<file path="src/rtl/lc3b_types.sv">
// Shared LC-3b type and constant package.
// Holds the Wishbone widths and the interconnect FSM state type.
package lc3b_types;

  localparam int WB_DW   = 128;
  localparam int WB_AW   = 12;
  localparam int WB_SELW = WB_DW / 8;

  typedef enum logic {
    IDLE = 1'b0,
    BUSY = 1'b1
  } wb_ic_state_t;

  // The watchdog counter is at least one bit wide, even when the watchdog is disabled.
  function automatic int wdog_width(input int timeout);
    return (timeout < 1) ? 1 : $clog2(timeout + 1);
  endfunction

endpackage

</file>
<file path="src/rtl/rr_pick.sv">
// Combinational round-robin picker.
// It scans last+1, last+2, ... modulo N and returns the first requester it finds.
module rr_pick #(
  parameter int N  = 2,
  parameter int IW = $clog2(N)
) (
  input  logic [N-1:0]  req,
  input  logic [IW-1:0] last,
  output logic [IW-1:0] pick,
  output logic          valid
);

  // The loop runs downwards, so the candidate nearest to last+1 is written last and wins.
  always_comb begin
    pick = '0;
    for (int k = N; k >= 1; k--) begin
      if (req[IW'((int'(last) + k) % N)]) pick = IW'((int'(last) + k) % N);
    end
  end

  assign valid = |req;

endmodule

</file>
<file path="src/rtl/wb_rr_interconnect.sv">
// N-master to 1-slave Wishbone interconnect with round-robin arbitration.
// Each grant is held for one complete transfer, and a watchdog ends transfers the slave never answers.
module wb_rr_interconnect
  import lc3b_types::*;
#(
  parameter int N       = 2,
  parameter int DW      = WB_DW,
  parameter int AW      = WB_AW,
  parameter int SELW    = DW / 8,
  parameter int TIMEOUT = 255
) (
  input  logic              clk,
  input  logic              rst,
  input  logic [N-1:0]      m_cyc,
  input  logic [N-1:0]      m_stb,
  input  logic [N-1:0]      m_we,
  input  logic [N*SELW-1:0] m_sel,
  input  logic [N*AW-1:0]   m_adr,
  input  logic [N*DW-1:0]   m_datm,
  output logic [DW-1:0]     m_dats,
  output logic [N-1:0]      m_ack,
  output logic [N-1:0]      m_rty,
  output logic              s_cyc,
  output logic              s_stb,
  output logic              s_we,
  output logic [SELW-1:0]   s_sel,
  output logic [AW-1:0]     s_adr,
  output logic [DW-1:0]     s_datm,
  input  logic [DW-1:0]     s_dats,
  input  logic              s_ack,
  input  logic              s_rty,
  output logic              timeout_err
);

  localparam int IW  = $clog2(N);
  localparam int WDW = wdog_width(TIMEOUT);
  localparam logic [WDW-1:0] WD_MAX   = WDW'(TIMEOUT);
  localparam logic [IW-1:0]  LAST_RST = IW'(N - 1);

  wb_ic_state_t   state_q;
  logic [IW-1:0]  grant_q;
  logic [IW-1:0]  last_q;
  logic [WDW-1:0] wdog_q;

  logic [N-1:0]  req;
  logic [IW-1:0] pick;
  logic          pick_valid;
  logic          g_cyc;
  logic          g_stb;
  logic          active;
  logic          wd_fire;
  logic          release_c;

  assign req = m_cyc & m_stb;

  rr_pick #(
    .N  (N),
    .IW (IW)
  ) u_pick (
    .req   (req),
    .last  (last_q),
    .pick  (pick),
    .valid (pick_valid)
  );

  assign g_cyc  = m_cyc[grant_q];
  assign g_stb  = m_stb[grant_q];
  // When the granted master drops cyc, the transfer is aborted and nothing is forwarded in that cycle.
  assign active = (state_q == BUSY) && g_cyc;

  generate
    if (TIMEOUT != 0) begin : g_wd
      assign wd_fire = active && !s_ack && !s_rty && (wdog_q == WD_MAX);
    end else begin : g_nowd
      assign wd_fire = 1'b0;
    end
  endgenerate

  assign release_c = (state_q == BUSY) && (!g_cyc || s_ack || s_rty || wd_fire);

  assign s_cyc       = active && !wd_fire;
  assign s_stb       = active && g_stb && !wd_fire;
  assign s_we        = active && m_we[grant_q];
  assign s_sel       = active ? m_sel[int'(grant_q) * SELW +: SELW] : '0;
  assign s_adr       = active ? m_adr[int'(grant_q) * AW +: AW]     : '0;
  assign s_datm      = active ? m_datm[int'(grant_q) * DW +: DW]    : '0;
  assign m_dats      = s_dats;
  assign timeout_err = wd_fire;

  generate
    for (genvar gi = 0; gi < N; gi++) begin : g_resp
      assign m_ack[gi] = active && (grant_q == IW'(gi)) && s_ack;
      assign m_rty[gi] = active && (grant_q == IW'(gi)) && (s_rty || wd_fire);
    end
  endgenerate

  // The watchdog counter saturates at TIMEOUT, so it cannot wrap while the slave stays silent.
  always_ff @(posedge clk) begin
    if (rst) begin
      state_q <= IDLE;
      grant_q <= '0;
      last_q  <= LAST_RST;
      wdog_q  <= '0;
    end else begin
      case (state_q)
        IDLE: begin
          if (pick_valid) begin
            grant_q <= pick;
            wdog_q  <= '0;
            state_q <= BUSY;
          end
        end
        BUSY: begin
          if (release_c) begin
            last_q  <= grant_q;
            state_q <= IDLE;
          end else if (wdog_q != WD_MAX) begin
            wdog_q <= wdog_q + 1'b1;
          end
        end
        default: state_q <= IDLE;
      endcase
    end
  end

endmodule

</file>
<file path="config.mk">
export PLATFORM = sky130hd
export DESIGN_NAME = wb_rr_interconnect
export DESIGN_NICKNAME = d
export VERILOG_FILES = /design/src/rtl/lc3b_types.sv /design/src/rtl/rr_pick.sv /design/src/rtl/wb_rr_interconnect.sv
export SDC_FILE = /design/constraint.sdc
export NUM_CORES = 1
export LEC_CHECK = 0
export CAP_MARGIN = 20
export CORE_AREA = 2 2 288 290
export DETAILED_ROUTE_END_ITERATION = 10
export DIE_AREA = 0 0 290 292
export SETUP_SLACK_MARGIN = 0.4
export SLEW_MARGIN = 20
export SYNTH_ARGS = -nofsm -noshare
export SYNTH_HDL_FRONTEND = slang
export SYNTH_HIERARCHICAL = 1
export SYNTH_SLANG_ARGS = --single-unit
</file>
<file path="constraint.sdc">
create_clock -name clk -period 2.2 [get_ports clk]
set_input_delay 0.22 -clock clk [delete_from_list [all_inputs] [get_ports clk]]
set_output_delay 0.22 -clock clk [all_outputs]
set_load 0.005 [all_outputs]
</file>
Word-level counts from Yosys, hierarchy flattened. Index checks and enable logic that the tools add are counted.

$add $sub $neg: 3. Multipliers: 1. $lt $le $gt $ge: 3. Equal/unequal tests: 5. Shift-type cells: 3. Muxes and demuxes: 22. Bitwise operators: 3. Reductions and logical operators: 27.

Operators by type and width (count): variable part select 256 x 9 -> 128 bit (1); 2-to-1 mux 128 bit (1); variable part select 32 x 6 -> 16 bit (1); 2-to-1 mux 8 bit (3); variable part select 24 x 6 -> 12 bit (1); 2-to-1 mux 16 bit (1); case mux 8 bit (2 select lines) (1); logical AND 1 bit (15); 2-to-1 mux 1 bit (14); 2-to-1 mux 12 bit (1); adder 8 x 1 -> 8 bit (second input constant) (1); == test 8 bit (second input constant) (1); inequality test 8 bit (second input constant) (1); < comparator 1 x 3 -> 1 bit (second input constant) (2); logical NOT 1 bit (4); logical OR 1 bit (4); inequality test 2 bit (second input constant) (2); AND reduction 2 bit (2); multiplier 1 x 2 -> 3 bit (second input constant) (1); AND reduction 3 bit (1); adder 1 bit (second input constant) (2); AND 2 bit (1); < comparator 1 x 2 -> 1 bit (second input constant) (1); inequality test 2 x 1 -> 1 bit (second input constant) (1); other kinds (3) (4).

Register bits after elaboration: 11. Logic and storage cells: 71.

Depth between registers and ports, before layout.
Depth in word-level cells: 10. Gate-level depth with buffers: 7. Depth with buffers taken out: 6.

Cells and area by module. The synthesis kept the hierarchy.

Modules (own cells, without submodules): wb_rr_interconnect (times used 1, cells an instance 402, area an instance 3136.8 um2, sequential area each 220.2 um2); rr_pick (times used 1, cells an instance 2, area an instance 12.5 um2, sequential area each 0.0 um2).

Worst setup path before layout. Ideal clock, no wire load.

Kind: register -> output. Start: register state_q. End: output s_datm[100]. Arrival time: 1473 ps. Slack: 507 ps. Cell stages (with the launch flop): 7. Cell sequence: dfxtp_1 buf_2 nand2_1 nor2_1 clkbuf_1 clkbuf_1 a22o_1.

Longest elaborated chain between the ends: 2.

RTL lines: start, declared (RTL line wb_rr_interconnect.sv:40) `wb_ic_state_t state_q;`; start signal, assigned (RTL line wb_rr_interconnect.sv:100) `state_q <= IDLE;`; start signal, assigned (RTL line wb_rr_interconnect.sv:110) `state_q <= BUSY;`; start signal, assigned (RTL line wb_rr_interconnect.sv:116) `state_q <= IDLE;`; logical AND 1 bit (RTL line wb_rr_interconnect.sv:69) `assign active = (state_q == BUSY) && g_cyc;`; 2-to-1 mux 128 bit (RTL line wb_rr_interconnect.sv:86) `assign s_datm = active ? m_datm[int'(grant_q) * DW +: DW] : '0;`; end, declared (RTL line wb_rr_interconnect.sv:28) `output logic [DW-1:0] s_datm,`.

Every way passes these cells.

Final worst setup path.
Start: register state_q. End: output s_datm[13].

The elaborated chain is that of the path after synthesis.

==> impl_metrics.env <==
export IMPL_status="complete, no violations"
export IMPL_switching_power_uw=677.7
export IMPL_finish_utilization=0.1411
export IMPL_fin_ws_ns=0.05302
export IMPL_final_common_cell="clkdlybuf4s50_1"
export IMPL_first_pass_iters=4
export IMPL_vias=5701
export IMPL_max_freq_ghz=0.4658
export IMPL_die_area_sq_um=84680
export IMPL_fin_crit_sh=0.9759
export IMPL_num_nets_final=1374
export IMPL_clk_path_buf_depth=2
export IMPL_grt_pass1_wl_mm=75.41
export IMPL_ys_seq_area_frac=0.06992
export IMPL_finalClockSkew_ns=0.003669
export IMPL_final_cell_mix="318 x clkdlybuf4s50_1, 113 x a22o_1, 98 x buf_6"
export IMPL_antenna_found_initial=20
export IMPL_cts_made_buffers=3
export IMPL_path_class="register to output port"
export IMPL_total_leakage_power_uw=0.004707
export IMPL_finalHoldViolCount=0
export IMPL_die_h_um=292
export IMPL_start_kind="register"
export IMPL_swShare=0.3263
export IMPL_wl_mm=63.16
export IMPL_start_util=0.03860
export IMPL_root_buffer="clkbuf_16"
export IMPL_seqPwrFrac=0.099
export IMPL_power_frac_clock=0.162
export IMPL_grt_use_met3=0.08624
export IMPL_cp_arrival_ns=1.93
export IMPL_post_place_ws_ns=-0.4163
export IMPL_layout_drive_gt1_share=0.4544
export IMPL_rsz0062_at_grt="true"
export IMPL_track_usage=0.1421
export IMPL_synth_net_count=855
export IMPL_yosys_cell_types_count=33
export IMPL_fin_total_pwr_uw=2077
export IMPL_first_global_vias=5966
export IMPL_combPwrFrac=0.739
export IMPL_crit_required_ns=1.98
export IMPL_peakVddDrop_mv=0.2120
export IMPL_dp_hpwl_mm=51.86
export IMPL_hp_class="input pin to output port"
export IMPL_gr_usage_met2=0.2076
export IMPL_drc=0
export IMPL_rows=105
export IMPL_finalSetupViolCount=0
export IMPL_wire_per_inst_um=31.67
export IMPL_cts_tree="done"
export IMPL_grt_max_degree=20
export IMPL_drt_iter0_markers=176
export IMPL_netlist_instances=404
export IMPL_maxSlewHeadroom=0.5409
export IMPL_fp_coreArea_sq_um=81580
export IMPL_yosysWarnings=6
export IMPL_path_clk_slew_ns=0.04
export IMPL_endpoint_kind="output port"
export IMPL_overflow=0
export IMPL_io_pin_count=742
export IMPL_ys_ff_latch=11
export IMPL_die_w_um=290
export IMPL_ant_nets=0
export IMPL_viasPerCell=2.859
export IMPL_fin_crit_ns=2.147
export IMPL_cp_max_fo=10
export IMPL_setup_tns_ns=0
export IMPL_p_int_uw=1399
export IMPL_avgSynthCellArea_sq_um=7.795
export IMPL_place_congestion=0.8050
export IMPL_htree_levels=1
export IMPL_holdBufCountCts=0
export IMPL_worst_pin_slew_ns=0.6865
export IMPL_synth_area_sq_um=3149
export IMPL_clock_sinks=11
export IMPL_areaGrowthSynthToFinish_pct=265.4
export IMPL_portBuffers=485
export IMPL_p_per_area_nw_per_um2=180.5
export IMPL_met1_usage=0.1836
export IMPL_busiest_layer="met2"
export IMPL_slew_violations=0
export IMPL_insertion_delay_ns=0.24
export IMPL_max_cap_violations=0
-- state kept, by name (all words and copies together), names as in the netlist --
name	cells
grant_q	1
state_q	1
last_q	1
wdog_q	8
-- worst max-delay path: stages, from the launching register on --
cell and delay (ns):
dfxtp_2 0.34, and3_4 0.20, buf_12 0.14, buf_12 0.12
buf_16 0.14, buf_12 0.14, buf_12 0.14, a22o_4 0.29
buf_12 0.14
-- worst paths after layout --
kind | cells past startpoint | to | slack, ns | start
setup / recovery | 8 | s_datm[13] | 0.05 | state_q
hold / removal | 0 | m_dats[113] | 0.44 | s_dats[113]
setup reg to reg | 6 | wdog_q[7] | 0.54 | grant_q
hold reg to reg | 2 | wdog_q[4] | 0.50 | wdog_q[4]
-- what timing repair did --
| action | in CTS | in global routing |
|---|---|---|
| resized for setup | 627 | 93 |
| pin swaps | 71 | 50 |
| setup endpoints to repair | 165 | 165 |
| gates cloned | 20 | 1 |
| buffers inserted | 97 | 20 |
-- layer usage --
metal / vias to the layer above / part of all wire
met3: 58 / 0.14
met2: 521 / 0.41
met5: - / 0.0030
met4: 30 / 0.0081
li1: 2478 / -
met1: 2614 / 0.44
-- cell usage after synthesis --
cell type | n | area (sq um)
buf_2 | 13 | 65.06
nor2b_1 | 2 | 12.51
or4_1 | 5 | 37.54
and3_1 | 2 | 12.51
o21ai_0 | 1 | 5.000
and2_1 | 6 | 37.54
a22oi_1 | 1 | 7.510
a31o_2 | 1 | 8.760
o41ai_1 | 1 | 8.760
or2_1 | 1 | 6.260
clkbuf_1 | 24 | 90.09
o31ai_1 | 3 | 22.52
or2_0 | 1 | 6.260
dfxtp_1 | 11 | 220.2
nor3_1 | 2 | 10.01
o211ai_1 | 2 | 15.01
mux2i_1 | 1 | 10.01
ha_1 | 1 | 12.51
nand3_2 | 1 | 10.01
inv_1 | 3 | 11.26
buf_4 | 128 | 960.9
nor4_1 | 2 | 12.51
nand3_1 | 5 | 25.02
buf_6 | 1 | 11.26
nor2_1 | 9 | 33.78
or2_2 | 1 | 6.260
nand4_1 | 3 | 18.77
nand2_1 | 5 | 18.77
mux2_4 | 1 | 15.01
a21oi_1 | 6 | 30.03
a22o_1 | 157 | 1375
a32o_1 | 1 | 10.01
o21a_1 | 3 | 22.52
-- stage by stage --
| step | area, sq um | hold WS (ns) | std cells |
|---|---|---|---|
| detailed placement | 9111 | 0.4400 | 1850 |
| global placement | 9111 | 0.4400 | 1850 |
| global route | 11500 | 0.4400 | 1992 |
| floorplan | 3149 | 0.2924 | 404 |
| CTS | 10960 | 0.4400 | 1971 |
| finish | 11510 | 0.4400 | 1994 |
-- power groups by stage --
stage | clock (uW) | combinational (uW) | sequential (uW)
2_1_floorplan | 0 | 353 | 208
3_3_place_gp | 0 | 1320 | 210
3_5_place_dp | 0 | 1300 | 210
4_1_cts | 341 | 1500 | 205
5_1_grt | 349 | 1610 | 205
6_report | 337 | 1530 | 205
-- final cells by class --
| class | count | area (sq um) |
|---|---|---|
| clock buffers | 4 | 78.83 |
| flip-flops and latches | 11 | 230.2 |
| fillers | 9229 | 70080 |
| repair buffers | 680 | 7626 |
| inverters | 3 | 11.26 |
| multi-input cells | 224 | 2218 |
| well taps | 1070 | 1339 |
| diodes | 2 | 5.005 |
-- cell families (layout without fill, tap and decap cells) --
| logic type | after synthesis | in the layout | share of synthesized area |
|---|---|---|---|
| other | 0 | 2 | 0 |
| flip-flops | 11 | 11 | 0.06992 |
| adder cells (fa/ha/maj) | 1 | 1 | 0.003972 |
| AO/OA/AOI/OAI | 176 | 176 | 0.4779 |
| multiplexers | 2 | 2 | 0.007945 |
| AND/OR/NAND/NOR | 45 | 45 | 0.07867 |
| buffers and inverters | 169 | 687 | 0.3615 |
Power figures use the tool's default switching activity.
